--- config.mk ---
export PLATFORM = sky130hd
export DESIGN_NAME = spi_slave_sync_flat
export DESIGN_NICKNAME = d
export VERILOG_FILES = /design/src/rtl/spi_slave_sync_pkg.sv /design/src/rtl/spi_slave_sync_if.sv /design/src/rtl/spi_slave_sync_sync_edge.sv /design/src/rtl/spi_slave_sync.sv /design/src/flat_wrapper.sv
export SDC_FILE = /design/constraint.sdc
export NUM_CORES = 1
export LEC_CHECK = 0
export CAP_MARGIN = 20
export CORE_MARGIN = 5
export CORE_UTILIZATION = 40
export CTS_CLUSTER_SIZE = 14
export DETAILED_ROUTE_END_ITERATION = 8
export GPL_TIMING_DRIVEN = 0
export PLACE_DENSITY_LB_ADDON = 0.05
export SYNTH_ARGS = -nofsm -noshare
export SYNTH_HDL_FRONTEND = slang
export SYNTH_SLANG_ARGS = --single-unit
--- constraint.sdc ---
create_clock -name clk -period 2.3 [get_ports clk]
set_clock_uncertainty 0.15 [all_clocks]
set_input_delay 0.345 -clock clk [delete_from_list [all_inputs] [get_ports clk]]
set_output_delay 0.345 -clock clk [all_outputs]
set_load 0.02 [all_outputs]
--- src/rtl/spi_slave_sync_pkg.sv ---
// Shared widths, opcodes and FSM states for the SPI register-access slave.
//   DWIDTH / AWIDTH : default data / address field widths
//   spi_op_e        : decoded opcodes (anything else is a no-op)
//   spi_state_e     : frame FSM states
//   frame_bits()    : total serial bits in one frame
package spi_pkg;

  localparam int unsigned DWIDTH  = 8;
  localparam int unsigned AWIDTH  = 5;
  localparam int unsigned OP_BITS = 3;

  typedef enum logic [OP_BITS-1:0] {
    OP_WR = 3'b001,
    OP_RD = 3'b010
  } spi_op_e;

  typedef enum logic [1:0] {
    IDLE,
    HDR,
    DATA,
    WAIT_SS
  } spi_state_e;

  function automatic int unsigned frame_bits(input int unsigned aw, input int unsigned dw);
    return OP_BITS + aw + dw;
  endfunction

  localparam int unsigned FRAME_BITS = frame_bits(AWIDTH, DWIDTH);

endpackage

--- src/rtl/spi_slave_sync_if.sv ---
// Register-file side bus of the SPI slave.
//   master : driven by the SPI slave (strobes, address, write data), reads reg_rdata
//   slave  : the register file, returns reg_rdata one clk after reg_rd
interface spi_slave_sync_if
  import spi_pkg::*;
#(
  parameter int unsigned AWIDTH = spi_pkg::AWIDTH,
  parameter int unsigned DWIDTH = spi_pkg::DWIDTH
);

  logic              reg_wr;
  logic              reg_rd;
  logic [AWIDTH-1:0] reg_addr;
  logic [DWIDTH-1:0] reg_wdata;
  logic [DWIDTH-1:0] reg_rdata;

  modport master (
    output reg_wr, reg_rd, reg_addr, reg_wdata,
    input  reg_rdata
  );

  modport slave (
    input  reg_wr, reg_rd, reg_addr, reg_wdata,
    output reg_rdata
  );

endinterface

--- src/rtl/spi_slave_sync_sync_edge.sv ---
// Multi-flop synchroniser followed by a registered previous-value stage for
// rise/fall detection of an asynchronous pin.
//   clk, rst : system clock, async active-high reset
//   din      : asynchronous input pin
//   rise_c   : one-cycle pulse when the synchronised level goes 0->1
//   fall_c   : one-cycle pulse when the synchronised level goes 1->0
// The pulses are decoded from flop outputs only (no path from din).
module spi_sync_edge
  import spi_pkg::*;
#(
  parameter int unsigned STAGES  = 2,
  parameter logic        RST_VAL = 1'b0
) (
  input  logic clk,
  input  logic rst,
  input  logic din,
  output logic rise_c,
  output logic fall_c
);

  logic [STAGES-1:0] sync_q;
  logic              prev_q;

  // Synchroniser chain plus edge-detect register, all resetting to the pin's idle level.
  always_ff @(posedge clk or posedge rst) begin
    if (rst) begin
      sync_q <= {STAGES{RST_VAL}};
      prev_q <= RST_VAL;
    end else begin
      sync_q <= {sync_q[STAGES-2:0], din};
      prev_q <= sync_q[STAGES-1];
    end
  end

  always_comb begin
    rise_c = ~prev_q &  sync_q[STAGES-1];
    fall_c =  prev_q & ~sync_q[STAGES-1];
  end

endmodule

--- src/rtl/spi_slave_sync.sv ---
// Oversampling SPI slave for register access, clocked by the system clock.
// Frame (MSB first): {op[2:0], addr[AWIDTH-1:0], data[DWIDTH-1:0]}.
//   clk, rst       : system clock, async active-high reset
//   mode           : {cpol, cpha}, latched when ss_n falls
//   sck, mosi, ss_n: asynchronous SPI pins
//   miso           : serial read data (0 outside the data phase)
//   frame_done/err : one-cycle pulse at ss_n rising for a correct/wrong length frame
//   bus            : register strobes, address, write data and returned read data
module spi_slave_sync
  import spi_pkg::*;
#(
  parameter int unsigned DWIDTH      = spi_pkg::DWIDTH,
  parameter int unsigned AWIDTH      = spi_pkg::AWIDTH,
  parameter int unsigned SYNC_STAGES = 2
) (
  input  logic               clk,
  input  logic               rst,
  input  logic [1:0]         mode,
  input  logic               sck,
  input  logic               mosi,
  input  logic               ss_n,
  output logic               miso,
  output logic               frame_done,
  output logic               frame_err,
  spi_slave_sync_if.master   bus
);

  localparam int unsigned FB  = frame_bits(AWIDTH, DWIDTH);
  localparam int unsigned HB  = OP_BITS + AWIDTH;
  localparam int unsigned CW  = $clog2(FB + 2);
  localparam int unsigned BW  = $clog2(SYNC_STAGES + 2);
  // Receive shifter only needs to hold the header minus its last bit, or the data field.
  localparam int unsigned RXW = ((HB - 1) > DWIDTH) ? (HB - 1) : DWIDTH;

  logic sck_rise_c, sck_fall_c, ss_rise_c, ss_fall_c;
  logic [SYNC_STAGES-1:0] mosi_q;
  logic mosi_s;

  spi_sync_edge #(.STAGES(SYNC_STAGES), .RST_VAL(1'b0)) u_sck_sync (
    .clk    (clk),
    .rst    (rst),
    .din    (sck),
    .rise_c (sck_rise_c),
    .fall_c (sck_fall_c)
  );

  spi_sync_edge #(.STAGES(SYNC_STAGES), .RST_VAL(1'b1)) u_ss_sync (
    .clk    (clk),
    .rst    (rst),
    .din    (ss_n),
    .rise_c (ss_rise_c),
    .fall_c (ss_fall_c)
  );

  // mosi only needs a level, aligned with the sck edge detector.
  always_ff @(posedge clk or posedge rst) begin
    if (rst) mosi_q <= '0;
    else     mosi_q <= {mosi_q[SYNC_STAGES-2:0], mosi};
  end
  assign mosi_s = mosi_q[SYNC_STAGES-1];

  spi_state_e        state_q, state_d;
  logic [CW-1:0]     cnt_q, cnt_d;
  logic [1:0]        mode_q, mode_d;
  logic [RXW-1:0]    rx_q, rx_d;
  logic [2:0]        op_q, op_d;
  logic [DWIDTH-1:0] tx_q, tx_d;
  logic              rd_go_q, rd_go_d;
  logic              wr_go_q, wr_go_d;
  logic              ld_q, ld_d;
  logic [BW-1:0]     boot_q, boot_d;
  logic              miso_d, done_d, err_d, wr_d, rd_d;
  logic [AWIDTH-1:0] addr_d;
  logic [DWIDTH-1:0] wdata_d;
  logic              samp_c, shft_c;
  logic [HB-1:0]     hdr_c;
  logic [CW-1:0]     cnt_nx_c;

  // State and output registers.
  always_ff @(posedge clk or posedge rst) begin
    if (rst) begin
      state_q       <= IDLE;
      cnt_q         <= '0;
      mode_q        <= '0;
      rx_q          <= '0;
      op_q          <= '0;
      tx_q          <= '0;
      rd_go_q       <= 1'b0;
      wr_go_q       <= 1'b0;
      ld_q          <= 1'b0;
      boot_q        <= BW'(SYNC_STAGES + 1);
      miso          <= 1'b0;
      frame_done    <= 1'b0;
      frame_err     <= 1'b0;
      bus.reg_wr    <= 1'b0;
      bus.reg_rd    <= 1'b0;
      bus.reg_addr  <= '0;
      bus.reg_wdata <= '0;
    end else begin
      state_q       <= state_d;
      cnt_q         <= cnt_d;
      mode_q        <= mode_d;
      rx_q          <= rx_d;
      op_q          <= op_d;
      tx_q          <= tx_d;
      rd_go_q       <= rd_go_d;
      wr_go_q       <= wr_go_d;
      ld_q          <= ld_d;
      boot_q        <= boot_d;
      miso          <= miso_d;
      frame_done    <= done_d;
      frame_err     <= err_d;
      bus.reg_wr    <= wr_d;
      bus.reg_rd    <= rd_d;
      bus.reg_addr  <= addr_d;
      bus.reg_wdata <= wdata_d;
    end
  end

  // Next-state and output decode.
  always_comb begin
    state_d = state_q;
    cnt_d   = cnt_q;
    mode_d  = mode_q;
    rx_d    = rx_q;
    op_d    = op_q;
    tx_d    = tx_q;
    rd_go_d = 1'b0;
    wr_go_d = 1'b0;
    ld_d    = bus.reg_rd;
    boot_d  = (boot_q != '0) ? boot_q - BW'(1) : boot_q;
    miso_d  = miso;
    done_d  = 1'b0;
    err_d   = 1'b0;
    rd_d    = rd_go_q;
    wr_d    = wr_go_q;
    addr_d  = bus.reg_addr;
    wdata_d = wr_go_q ? rx_q[DWIDTH-1:0] : bus.reg_wdata;

    // Sample edge is rising when cpol==cpha; shift edge is the other one.
    samp_c   = (mode_q[1] == mode_q[0]) ? sck_rise_c : sck_fall_c;
    shft_c   = (mode_q[1] == mode_q[0]) ? sck_fall_c : sck_rise_c;
    hdr_c    = {rx_q[HB-2:0], mosi_s};
    cnt_nx_c = cnt_q + CW'(1);

    unique case (state_q)
      IDLE: begin
        miso_d = 1'b0;
        if (ss_fall_c) begin
          cnt_d = '0;
          tx_d  = '0;
          // A select seen right after reset is a partial frame: park until it ends.
          if (boot_q != '0) begin
            state_d = WAIT_SS;
          end else begin
            mode_d  = mode;
            state_d = HDR;
          end
        end
      end
      HDR: begin
        if (samp_c) begin
          rx_d  = {rx_q[RXW-2:0], mosi_s};
          cnt_d = cnt_nx_c;
          if (cnt_nx_c == CW'(HB)) begin
            op_d    = hdr_c[HB-1:AWIDTH];
            addr_d  = hdr_c[AWIDTH-1:0];
            rd_go_d = (hdr_c[HB-1:AWIDTH] == OP_RD);
            state_d = DATA;
          end
        end
      end
      DATA: begin
        if (shft_c) begin
          miso_d = tx_q[DWIDTH-1];
          tx_d   = {tx_q[DWIDTH-2:0], 1'b0};
        end
        if (samp_c) begin
          rx_d  = {rx_q[RXW-2:0], mosi_s};
          cnt_d = cnt_nx_c;
          if (cnt_nx_c == CW'(FB)) begin
            wr_go_d = (op_q == OP_WR);
            state_d = WAIT_SS;
          end
        end
      end
      WAIT_SS: begin
        if (samp_c && (cnt_q != CW'(FB + 1))) cnt_d = cnt_nx_c;
      end
      default: state_d = IDLE;
    endcase

    // Read data lands two clk after the address decode, well before the first shift edge.
    if (ld_q) tx_d = bus.reg_rdata;

    // Deselect ends the frame from any active state.
    if ((state_q != IDLE) && ss_rise_c) begin
      state_d = IDLE;
      miso_d  = 1'b0;
      done_d  = (cnt_q == CW'(FB));
      err_d   = (cnt_q != CW'(FB));
    end
  end

endmodule

--- src/flat_wrapper.sv ---
// flat-port wrapper written by rule: the top's interface ports become plain ports
module spi_slave_sync_flat import spi_pkg::*;
#(
  parameter int unsigned DWIDTH      = spi_pkg::DWIDTH,
  parameter int unsigned AWIDTH      = spi_pkg::AWIDTH,
  parameter int unsigned SYNC_STAGES = 2
)
  (clk, rst, mode, sck, mosi, ss_n, miso, frame_done, frame_err, bus_reg_wr, bus_reg_rd, bus_reg_addr, bus_reg_wdata, bus_reg_rdata);
  spi_slave_sync_if #(.AWIDTH(AWIDTH), .DWIDTH(DWIDTH)) bus_i ();
  input  logic clk;
  input  logic rst;
  input  logic [1:0] mode;
  input  logic sck;
  input  logic mosi;
  input  logic ss_n;
  output logic miso;
  output logic frame_done;
  output logic frame_err;
  output wire logic [$bits(bus_i.reg_wr)-1:0] bus_reg_wr;
  output wire logic [$bits(bus_i.reg_rd)-1:0] bus_reg_rd;
  output wire logic [$bits(bus_i.reg_addr)-1:0] bus_reg_addr;
  output wire logic [$bits(bus_i.reg_wdata)-1:0] bus_reg_wdata;
  input wire logic [$bits(bus_i.reg_rdata)-1:0] bus_reg_rdata;
  assign bus_reg_wr = bus_i.reg_wr;
  assign bus_reg_rd = bus_i.reg_rd;
  assign bus_reg_addr = bus_i.reg_addr;
  assign bus_reg_wdata = bus_i.reg_wdata;
  assign bus_i.reg_rdata = bus_reg_rdata;
  spi_slave_sync #(.DWIDTH(DWIDTH), .AWIDTH(AWIDTH), .SYNC_STAGES(SYNC_STAGES)) u_core (.clk(clk), .rst(rst), .mode(mode), .sck(sck), .mosi(mosi), .ss_n(ss_n), .miso(miso), .frame_done(frame_done), .frame_err(frame_err), .bus(bus_i));
endmodule
==> results.yml <==
run_status:
  status: "completed"
sta:
  setup_viol: 0
  finalCritPeriodShare_pct: 97.2
  timing.slew.headroom_pct: 61.2
  finalSetupTns_ns: 0
  max_freq_ghz: 0.447
  layout_setup_ws_ns: 0.0639
  holdWs_ns: 0.169
  rsz0062_at_grt: "false"
  maxSlewViolCount: 0
  hold_viol_final: 0
  min_period_ns: 2.24
  tightest_slew_ns: 0.582
route:
  route.detailed.drc: 0
  vias: 1672
  first_pass_iters: 5
  ant_nets: 0
  wl_um: 4690
  post_drt_wl_per_cell_um: 14.1
  viasPerCell: 5.02
  drtIter0Drc: 55
logic_synthesis:
  synth_ff_type: "dfrtp_1"
  synth_cell_types: 47
  ys_seq_elements: 59
  synth_area_sq_um: 2600
  seq_area_frac_synth_pct: 56.9
  yosys-top-cells-count: "dfrtp_1, mux2_2, inv_1"
  syn_avg_cell_area_sq_um: 12.8
  ys_warn_count: 0
  syn_inst: 204
  synth_top_area_share_pct: 51.9
  synth_fp_nets: 228
  synth_edf_count: 0
  synth_top_area_cell: "dfrtp_1"
  async_reset_ff_share_pct: 100
  yosysMostFrequentCell: "dfrtp_1"
  synth_area_leaders: "dfrtp_1, mux2_2, dfstp_2, ha_1, a222oi_1"
grt:
  grt_max_degree: 42
  antenna_found_initial: 0
  grt_overflow_total: 0
  grt_pass1_wl_um: 8350
  grt.total_usage_pct: 12.6
  first_global_vias: 1751
worst_setup_path:
  path_max_fanout: 7
  r2r-start: "u_core.cnt_q[1]$_DFFE_PP0P_"
  cp-endpoint: "u_core.state_q[0]$_DFFE_PP0P_"
  reg2reg_to: "u_core.state_q[0]$_DFFE_PP0P_"
  cp.arrival_ns: 2.31
  reg2reg_depth: 7
  r2r_slack_ns: 0.06
  cp-startpoint: "u_core.cnt_q[1]$_DFFE_PP0P_"
  worstSetupEndpointType: "register"
  required_ns: 2.37
  cp-start-kind: "register"
  crit_type: "reg2reg"
cts:
  cts_made_buffers: 9
  cts_tree: "built"
  postCtsHoldBufs: 0
  clk_pin_slew_worst_paths_ns: 0.07
  cts-root-buf: "clkbuf_8"
  htreeDepth: 3
  clock-sinks: 59
  ctsLongestPathBuffers: 2
  clk-insertion-delay-late_ns: 0.34
power_and_ir_drop:
  power_density_nw_per_um2: 1010
  ir_drop_mv: 0.403
  p_leak_nw: 1.55
floorplan:
  num_rows: 29
  die_area_sq_um: 8220
  core_sq_um: 6350
  initial_core_util_pct: 41.0
  die_w_um: 90.7
  io_pins: 33
  die_height_um: 90.7
placed_design:
  pre_cts_ws_ns: -0.189
  post_dp_cell_area_sq_um: 3040
  portBuffers: 32
  place.gp.congestion: 0.838
  dp_hpwl_um: 3240
final_layout:
  final_area_sq_um: 3310
  area_delta_synth_final_pct: 27.0
  diodes: 0
  drive_gt1_share_pct: 28.5
  multi_input_area_sq_um: 1050
  fin_nets: 275
  fillCellCount: 564
  finalCoreUtilization_pct: 52.1
  ff_latch_area_sq_um: 1490
job:
  cap_violations: 0
min_path:
  hold_class: "in2async"
## flip-flops by register name, indices dropped and copies added (netlist names), 2 cells and up
signal and flops:
u_core.bus.reg_wdata 8, u_core.rx_q 8, u_core.tx_q 8, u_core.bus.reg_addr 5, u_core.cnt_q 5, u_core.op_q 3, u_core.boot_q 2, u_core.mode_q 2
u_core.mosi_q 2, u_core.state_q 2, u_core.u_sck_sync.sync_q 2, u_core.u_ss_sync.sync_q 2
## power by group
| group | internal, mW | switching, mW |
|---|---|---|
| clock | 0.529 | 0.416 |
| combinational | 0.524 | 0.565 |
| sequential | 1.19 | 0.129 |
| total | 2.24 | 1.11 |
## kinds of logic after synthesis
family	share of synthesized area [%]
xor+xnor	2.02
fa+ha+maj	4.32
simple gates	9.32
flops	56.9
compound gates	10.0
buf+inv	4.18
mux	13.2
## worst min-delay path by stage
stage	slack (ns)	to
2_1_floorplan	0.18	u_core.bus.reg_rd$_DFF_PP0_
3_3_place_gp	0.18	u_core.mosi_q[1]$_DFF_PP0_
3_5_place_dp	0.19	u_core.bus.reg_rd$_DFF_PP0_
4_1_cts	0.18	u_core.frame_err$_DFF_PP0_
5_1_grt	0.22	u_core.u_sck_sync.sync_q[0]$_DFF_PP0_
6_report	0.17	u_core.frame_done$_DFF_PP0_
## metrics by stage
step | total power [mW] | instances
6_report | 3.35 | 333
5_1_grt | 3.60 | 333
4_1_cts | 3.36 | 333
3_5_place_dp | 2.31 | 314
3_3_place_gp | 2.29 | 313
2_1_floorplan | 2.05 | 204
## routing by layer
metal | up-vias | routed length, um | share of wire, % | track usage, %
li1 | 823 | - | - | -
met1 | 794 | 2310 | 49 | 16.8
met2 | 38 | 1960 | 42 | 17.6
met3 | 17 | 257 | 5.5 | 4.08
met4 | 0 | 162 | 3.5 | 8.06
met5 | - | 0 | 0 | 0
## cell usage in the layout (no fill, tap or decap), types with 2 or more instances in the layout
cell type        count
o21ai_0              6
nand3b_1             2
clkbuf_1             2
a21oi_1              4
nand2b_1             5
or2_2                3
xor2_1               2
clkdlybuf4s50_1     32
buf_4                6
a211oi_4             2
nor2_1               5
mux2_2              26
mux2_4               2
nand2_1              8
clkbuf_8            10
o211ai_1             3
inv_1               16
dfstp_2              5
nor3b_1              2
dfrtp_1             52
ha_2                 2
and3_1               4
mux2i_1              2
clkinvlp_4           2
dfrtp_2              2
a222oi_1             7
clkinv_2             2
xnor2_1              3
ha_1                 6
nand3_1              4
## worst max-delay path, cell delays in order (launching register included)
cell      delay (ns)
dfrtp_2         0.43
ha_4            0.19
and3_1          0.16
o211ai_1        0.28
a211oi_4        0.11
o22ai_2         0.23
mux2_4          0.32
a211o_1         0.25
## what timing repair did
action | in CTS | in global routing
setup endpoints to repair | 9 | 5
setup buffers | 5 | 0
resized for setup | 3 | 5
pin swaps | 5 | 6
## cell type report
type	count	area share, %
buffer	6	1.06
timing repair buffer	38	11.4
multi-input combinational	120	31.7
tap	77	2.91
inverter	17	1.93
sequential	59	44.9
clock inverter	6	1.93
clock buffer	10	4.16
No activity file was read; power rests on OpenSTA's default activity.
